$ cat config.mk
export PLATFORM = sky130hd
export DESIGN_NAME = exp2_special_bypass
export DESIGN_NICKNAME = d
export VERILOG_FILES = /design/src/rtl/exp2_special_bypass.sv
export SDC_FILE = /design/constraint.sdc
export NUM_CORES = 1
export LEC_CHECK = 0
export ABC_CLOCK_PERIOD_IN_PS = 5900
export CAP_MARGIN = 20
export CORE_MARGIN = 5
export CORE_UTILIZATION = 59
export DETAILED_ROUTE_END_ITERATION = 8
export PLACE_DENSITY = 0.76
export SETUP_SLACK_MARGIN = 0.05
export SLEW_MARGIN = 15
export SYNTH_ARGS = -nofsm -noshare
export SYNTH_HDL_FRONTEND = slang
export SYNTH_SLANG_ARGS = --single-unit
$ cat constraint.sdc
create_clock -name clk -period 5.9 [get_ports clk]
set_clock_uncertainty 0.05 [all_clocks]
set_input_delay 0.59 -clock clk [delete_from_list [all_inputs] [get_ports clk]]
set_output_delay 0.59 -clock clk [all_outputs]
set_load 0.1 [all_outputs]
$ cat src/rtl/exp2_special_bypass.sv
// Half-precision wrapper around a fixed-latency 2^x core: special operands are
// replaced by +0.0 on issue, and their precomputed results are merged back in order.
module exp2_special_bypass #(
  parameter int BITS  = 16,
  parameter int DEPTH = 64
) (
  input  logic                     clk,
  input  logic                     rst,
  input  logic                     in_valid,
  input  logic [BITS-1:0]          a,
  output logic                     exp_in_valid,
  output logic [BITS-1:0]          exp_a,
  input  logic                     exp_out_valid,
  input  logic [BITS-1:0]          exp_c,
  output logic                     out_valid,
  output logic [BITS-1:0]          c,
  output logic [$clog2(DEPTH):0]   level,
  output logic                     err_overflow,
  output logic                     err_underflow
);

  localparam int AW = $clog2(DEPTH);
  localparam int LW = AW + 1;

  // Returns {bypass, value}; the top-down order resolves overlapping classes.
  function automatic logic [BITS:0] classify(input logic [BITS-1:0] x);
    logic [4:0] e;
    logic [9:0] m;
    e = x[14:10];
    m = x[9:0];
    if (e == 5'h1f && m != 10'h0)             return {1'b1, 16'h7E00};
    else if (x == 16'h7C00)                   return {1'b1, 16'h7C00};
    else if (x == 16'hFC00)                   return {1'b1, 16'h0000};
    else if (e == 5'h00)                      return {1'b1, 16'h3C00};
    else if (!x[15] && x[14:0] >= 15'h4C00)   return {1'b1, 16'h7C00};
    else if (x[15] && x[14:0] > 15'h4E40)     return {1'b1, 16'h0000};
    else                                      return {1'b0, 16'h0000};
  endfunction

  logic [BITS:0]   cls;
  logic            byp;
  logic [BITS-1:0] byp_val;
  logic            full, empty, push, pop;

  logic [AW-1:0]   wr_ptr, rd_ptr;
  logic            byp_mem [DEPTH];
  logic [BITS-1:0] val_mem [DEPTH];

  always_comb begin
    cls     = classify(a);
    byp     = cls[BITS];
    byp_val = cls[BITS-1:0];
  end

  // A full FIFO still accepts a push when the same edge pops the head.
  assign full  = (level == LW'(DEPTH));
  assign empty = (level == '0);
  assign push  = in_valid && (!full || exp_out_valid);
  assign pop   = exp_out_valid && !empty;

  always_ff @(posedge clk) begin
    if (push) begin
      byp_mem[wr_ptr] <= byp;
      val_mem[wr_ptr] <= byp_val;
    end
  end

  // Issue and merge stages
  always_ff @(posedge clk) begin
    if (rst) begin
      exp_in_valid  <= 1'b0;
      exp_a         <= '0;
      out_valid     <= 1'b0;
      c             <= '0;
      level         <= '0;
      wr_ptr        <= '0;
      rd_ptr        <= '0;
      err_overflow  <= 1'b0;
      err_underflow <= 1'b0;
    end else begin
      exp_in_valid <= push;
      if (push) begin
        exp_a  <= byp ? '0 : a;
        wr_ptr <= wr_ptr + AW'(1);
      end
      if (in_valid && !push)
        err_overflow <= 1'b1;

      out_valid <= exp_out_valid;
      if (exp_out_valid)
        c <= (pop && byp_mem[rd_ptr]) ? val_mem[rd_ptr] : exp_c;
      if (pop)
        rd_ptr <= rd_ptr + AW'(1);
      if (exp_out_valid && empty)
        err_underflow <= 1'b1;

      case ({push, pop})
        2'b10:   level <= level + LW'(1);
        2'b01:   level <= level - LW'(1);
        default: level <= level;
      endcase
    end
  end

endmodule
==> run metrics, run 1 <==
status=finished clean; antenna violations before repair=0; Setup TNS=0 ns; CTS Hold Bufs=0; main flop type after synthesis=edfxtp_1; clk root buf=clkbuf_16; diode count=0; total CTS buffers=31; Area contributors post-synth=edfxtp_1 (59%), mux4_2 (11%), dfxtp_1 (9.3%); RSZ-0062 raised after global routing=false; CP Launch Type=input pin; Final min period=4.282 ns; crit-path max FO=18; vias in the first global route=7,742; I/O Buffers=just under 80; 1st-pass router iterations=5; Worst Max-Slew Pin Slew=between 1 and 1.5 ns; synthesized instance count=between 800 and 900; Worst-path clk slew=approximately 0.060 ns; P&R area growth vs syn=15.29%; period utilization=about 73%; Max Freq=~230 MHz; P per Cell Area=395.7 mW/mm^2; Core Area=around 0.022 sq mm; static leakage=~0.0046 uW; die outline width=between 150 and 200 um; residual DRC count=0; layout cells sized above 1=between 10% and 20%; register area=roughly 0.0089 sq mm; postcts setup bufs=0; routed vias=between 7,000 and 8,000; fin nets=960; cell taking the most area after synthesis=edfxtp_1; asr flop ratio synth=0%; syn nets=about 900; count leader, synth=edfxtp_1; largest net degree at the start of global routing=between 60 and 70; post-DR vias/cell=between 6 and 7; total chip power=around 6000 uW; top cells by count, synth=edfxtp_1 (256), nor2_1 (102), nand2_1 (64); mapped cell area=about 0.013 sq mm; Slew Limit Fails=0; Die Height=roughly 160 um; Ys Warns=0; CP Capture Type=register; Sink Count=roughly 320; number of antenna-violating nets in the routed design=0; Die Area=approximately 0.025 sq mm; post-detail-place hpwl=17,120 um; GRT overflow=0; CTS max path bufs=3; WS Path Type=in2reg; CTS tree=built; first-pass GRT wire length=between 40,000 and 50,000 um; number of flops mapped to enable cells by yosys=256; syn_area_per_cell=~15 sq um; routed wire length per instance=23.34 um; initial core utilization=between 50% and 60%; Rel. slew slack=between 30% and 40%; Hold WC Path Type=reg2reg; site row count=54; Max VDD drop=roughly 0.25 mV; final hold vios=0; H-tree depth=1; max_cap viols=0; Post-CTS Resized=0; Synth top area share=approximately three fifths; Setup Viol. Count Final=0; num ports=roughly 80; register area share after synthesis=between 60% and 70%; Cell variety after synth=roughly 70; register bit total from synthesis=~320; Required @ worst endpoint=6.28 ns; # fillers=around 1,500; WL final=28,570 um; all-layer global routing usage=between 20% and 30%; footprint of the multi-input gates=~0.0039 sq mm; gpl congestion=0.7859; Critical Path AT=roughly 4.7 ns; DR iter-0 viols=between 600 and 700; clk_lat worst skew=0.56 ns
cells in the final DEF (no fill, tap or decap), types with 9 or more instances in the layout:
master / netlist / routed
edfxtp_1: 256 / 256
nor2_1: 102 / 101
clkdlybuf4s50_1: 0 / 77
nand2_1: 64 / 64
mux4_2: 63 / 63
dfxtp_1: 61 / 59
a21oi_1: 46 / 46
clkbuf_16: 0 / 31
or3_1: 20 / 20
a22oi_1: 16 / 16
nand4_1: 15 / 15
xor2_1: 13 / 13
buf_4: 4 / 11
o21ai_0: 10 / 10
mux2i_1: 10 / 10
inv_1: 9 / 9
nand3_1: 9 / 9
clkinv_2: 0 / 9
metal layers:
layer | wire length (um) | vias up | track usage (%)
met1 | 11660 | 3830 | 30.84
li1 | - | 3444 | -
met3 | 2175 | 53 | 4.556
met2 | 14120 | 314 | 36.44
met5 | 0 | - | 0
met4 | 613 | 0 | 5.196
stage by stage:
step | cell area [sq um] | utilization (%) | hold slack [ns] | setup slack [ns] | instances
after floorplan | 13120 | - | 0.4256 | 1.288 | 857
after global placement | 14020 | 64.07 | 0.3906 | 1.220 | 1166
after detailed placement | 14020 | 64.07 | 0.3953 | 1.124 | 1166
after CTS | 15100 | 69.00 | 0.4024 | 1.674 | 1223
after global routing | 15130 | 69.10 | 0.4236 | 1.346 | 1224
final | 15130 | 69.10 | 0.4000 | 1.618 | 1224
cell type report:
type / count / share of cell area (%)
inverters: 9 / 0.2233
clock buffers: 34 / 5.203
multi-input cells: 471 / 25.57
flip-flops and latches: 317 / 58.94
repair buffers: 90 / 5.806
clock inverters: 23 / 1.935
well taps: 280 / 2.316
worst max-delay path, stage by stage:
cell,delay (ns)
clkdlybuf4s50_1,0.88
inv_1,0.43
a21o_1,0.33
inv_1,0.19
ha_1,0.61
xor2_1,0.20
ha_1,0.20
nor2_1,0.05
o221ai_1,0.18
o221ai_1,0.20
o32a_1,0.34
a21oi_1,0.13
mux2_1,0.33
worst paths after layout:
kind	startpoint	endpoint	slack, ns	cells past startpoint
worst max-delay path	exp_out_valid	level[6]	1.62	13
worst max register to register	level[1]	level[6]	2.14	14
worst min register to register	exp_a[9]	exp_a[9]	0.40	2
worst min-delay path	exp_a[9]	exp_a[9]	0.40	2
state kept, by name (all words and copies together), names as in the netlist, named ones only:
register	cells
rd_ptr	6
err_underflow	1
exp_in_valid	1
exp_a	16
out_valid	1
byp_mem	64
level	7
val_mem	192
c	16
err_overflow	1
wr_ptr	6
cells by family (layout without fill, tap and decap cells):
family	Yosys count	in the layout	synth area share [%]
mux	79	79	12.32
flops	317	317	67.89
buf+inv	69	156	2.718
xor+xnor	15	15	1.001
compound gates	113	113	6.027
simple gates	260	260	9.660
fa+ha+maj	4	4	0.3814
where the power goes:
part           switching (uW)  total, uW  internal [uW]
sequential                177       2670           2490
clock                     821       2080           1260
combinational             758       1230            475
total                    1760       5990           4230
Power figures use the tool's default switching activity.
==> run 2: changes to the inputs <==
--- a/config.mk
+++ b/config.mk
@@ -5,12 +5,12 @@
 export SDC_FILE = /design/constraint.sdc
 export NUM_CORES = 1
 export LEC_CHECK = 0
-export ABC_CLOCK_PERIOD_IN_PS = 5900
+export ABC_CLOCK_PERIOD_IN_PS = 3500
 export CAP_MARGIN = 20
 export CORE_MARGIN = 5
-export CORE_UTILIZATION = 59
+export CORE_UTILIZATION = 53
 export DETAILED_ROUTE_END_ITERATION = 8
-export PLACE_DENSITY = 0.76
+export PLACE_DENSITY = 0.72
 export SETUP_SLACK_MARGIN = 0.05
 export SLEW_MARGIN = 15
 export SYNTH_ARGS = -nofsm -noshare
==> constraint.sdc (replaced) <==
create_clock -name clk -period 3.5 [get_ports clk]
set_clock_uncertainty 0.05 [all_clocks]
set_input_delay 0.35 -clock clk [delete_from_list [all_inputs] [get_ports clk]]
set_output_delay 0.35 -clock clk [all_outputs]
set_load 0.1 [all_outputs]
==> run metrics, run 2 (synthesis gave the netlist of run 1 again) <==
DR iter-0 viols=650; first-pass GRT wire length=44,600 um; Required @ worst endpoint=between 3 and 4 ns; biggest regs=val_mem (192), byp_mem (64); most frequent cells in the layout=edfxtp_1 (256), nor2_1 (101), clkdlybuf4s50_1 (77); Die Height=about 170 um; Layout Utilization=between 60% and 70%; Worst Path Buf+Inv=1; Setup TNS=0 ns; clk root buf=clkbuf_16; RSZ-0062 raised after global routing=false; family with the most delay on the worst path=flip-flops; residual DRC count=0; slowest stage delay, CP=0.77 ns; postcts setup bufs=0; initial core utilization=53.95%; routed wire length per instance=around 22 um; Crit path depth=7; Final min period=~3 ns; WL final=~28,000 um; max_cap viols=0; vias in the first global route=between 7,000 and 8,000; post-detail-place hpwl=~18,000 um; # fillers=1,740; largest register by flop count=val_mem; CTS Hold Bufs=0; static leakage=~0.0048 uW; P per Cell Area=665.2 mW/mm^2; Worst-path clk slew=around 0.060 ns; GRT overflow=0; Hold Path Stages=2; clk_lat worst skew=between 0.5 and 0.6 ns; site row count=57; Die Area=between 0.02 and 0.03 sq mm; Sink Count=317; die outline width=between 150 and 200 um; Post-CTS Resized=0; R2R depth=7; Critical Path Most Common Cell=a21oi_1; diode count=0; Setup Viol. Count Final=0; Hold WC Path Type=in2reg; final instance area=0.01552 sq mm; Core Area=between 0.02 and 0.025 sq mm; crit-path max FO=31; layout cells sized above 1=a little under a fifth; routed vias=approximately 7,600; placed cell area=between 0.01 and 0.015 sq mm; largest net degree at the start of global routing=65; number of antenna-violating nets in the routed design=0; P&R area growth vs syn=18.29%; Max Freq=roughly 330 MHz; commonest non-fill, non-tap cell in the layout=edfxtp_1; 1st-pass router iterations=5; Max VDD drop=around 0.38 mV; CP Capture Type=register; max reg flops=192; total CTS buffers=34; status=finished clean; Slew Limit Fails=0; num ports=just under 80; CP Launch Type=register; total chip power=~10,000 uW; Worst Max-Slew Pin Slew=1.002 ns; fin nets=roughly 990; final hold vios=0; gpl congestion=0.8135; Slowest cell on crit path=dfxtp_4; Worst Slack Setup Final=just under 0.5 ns; post-DR vias/cell=5.876; critical path cell sequence=buf_4 -> mux4_2 -> a22oi_1 -> a21oi_1 -> nor4_1 -> a21o_1 -> a21oi_1; pre-CTS WS=roughly 0.30 ns; period utilization=between 80% and 90%; Rel. slew slack=33.01%; CTS max path bufs=3; I/O Buffers=78; all-layer global routing usage=between 20 and 25%; antenna violations before repair=0; Critical Path AT=about 3.3 ns; H-tree depth=2; WS Path Type=reg2reg; CTS tree=built
## run 2: final timing paths
check / from / endpoint / slack [ns]
worst max register to register: register / c[9] / 0.49
worst max-delay path: register / c[9] / 0.49
worst min-delay path: rst / err_underflow / 0.36
worst min register to register: exp_a[14] / exp_a[14] / 0.40
## run 2: final cells by class
class | instances | area, sq um | share of cell area [%]
Sequential cell | 317 | 8940 | 57.60
Multi-Input combinational cell | 471 | 3890 | 25.06
Timing Repair Buffer | 113 | 1101 | 7.094
Clock buffer | 46 | 1022 | 6.586
Tap cell | 324 | 405.4 | 2.612
Clock inverter | 15 | 128.9 | 0.8303
Inverter | 9 | 33.78 | 0.2177
## run 2: where the power goes
part           switching [uW]  total [uW]  leakage [uW]  internal, uW
logic                    1350        2250       0.00154           895
registers                 256        4480       0.00271          4220
clock network            1400        3600      0.000563          2200
## run 2: routing by layer
layer / share of wire [%] / track usage [%] / vias to the layer above
met5: 0 / 0 / -
met4: 2.2 / 5.434 / 0
met3: 7.1 / 4.479 / 43
met2: 49 / 32.92 / 267
met1: 42 / 28.78 / 3798
li1: - / - / 3501
## run 2: through the flow
| stage | std cells | hold slack [ns] |
|---|---|---|
| 6_report | 1295 | 0.3569 |
| 5_1_grt | 1295 | 0.3812 |
| 4_1_cts | 1295 | 0.3618 |
| 3_5_place_dp | 1234 | 0.3936 |
| 3_3_place_gp | 1234 | 0.3874 |
| 2_1_floorplan | 857 | 0.4256 |
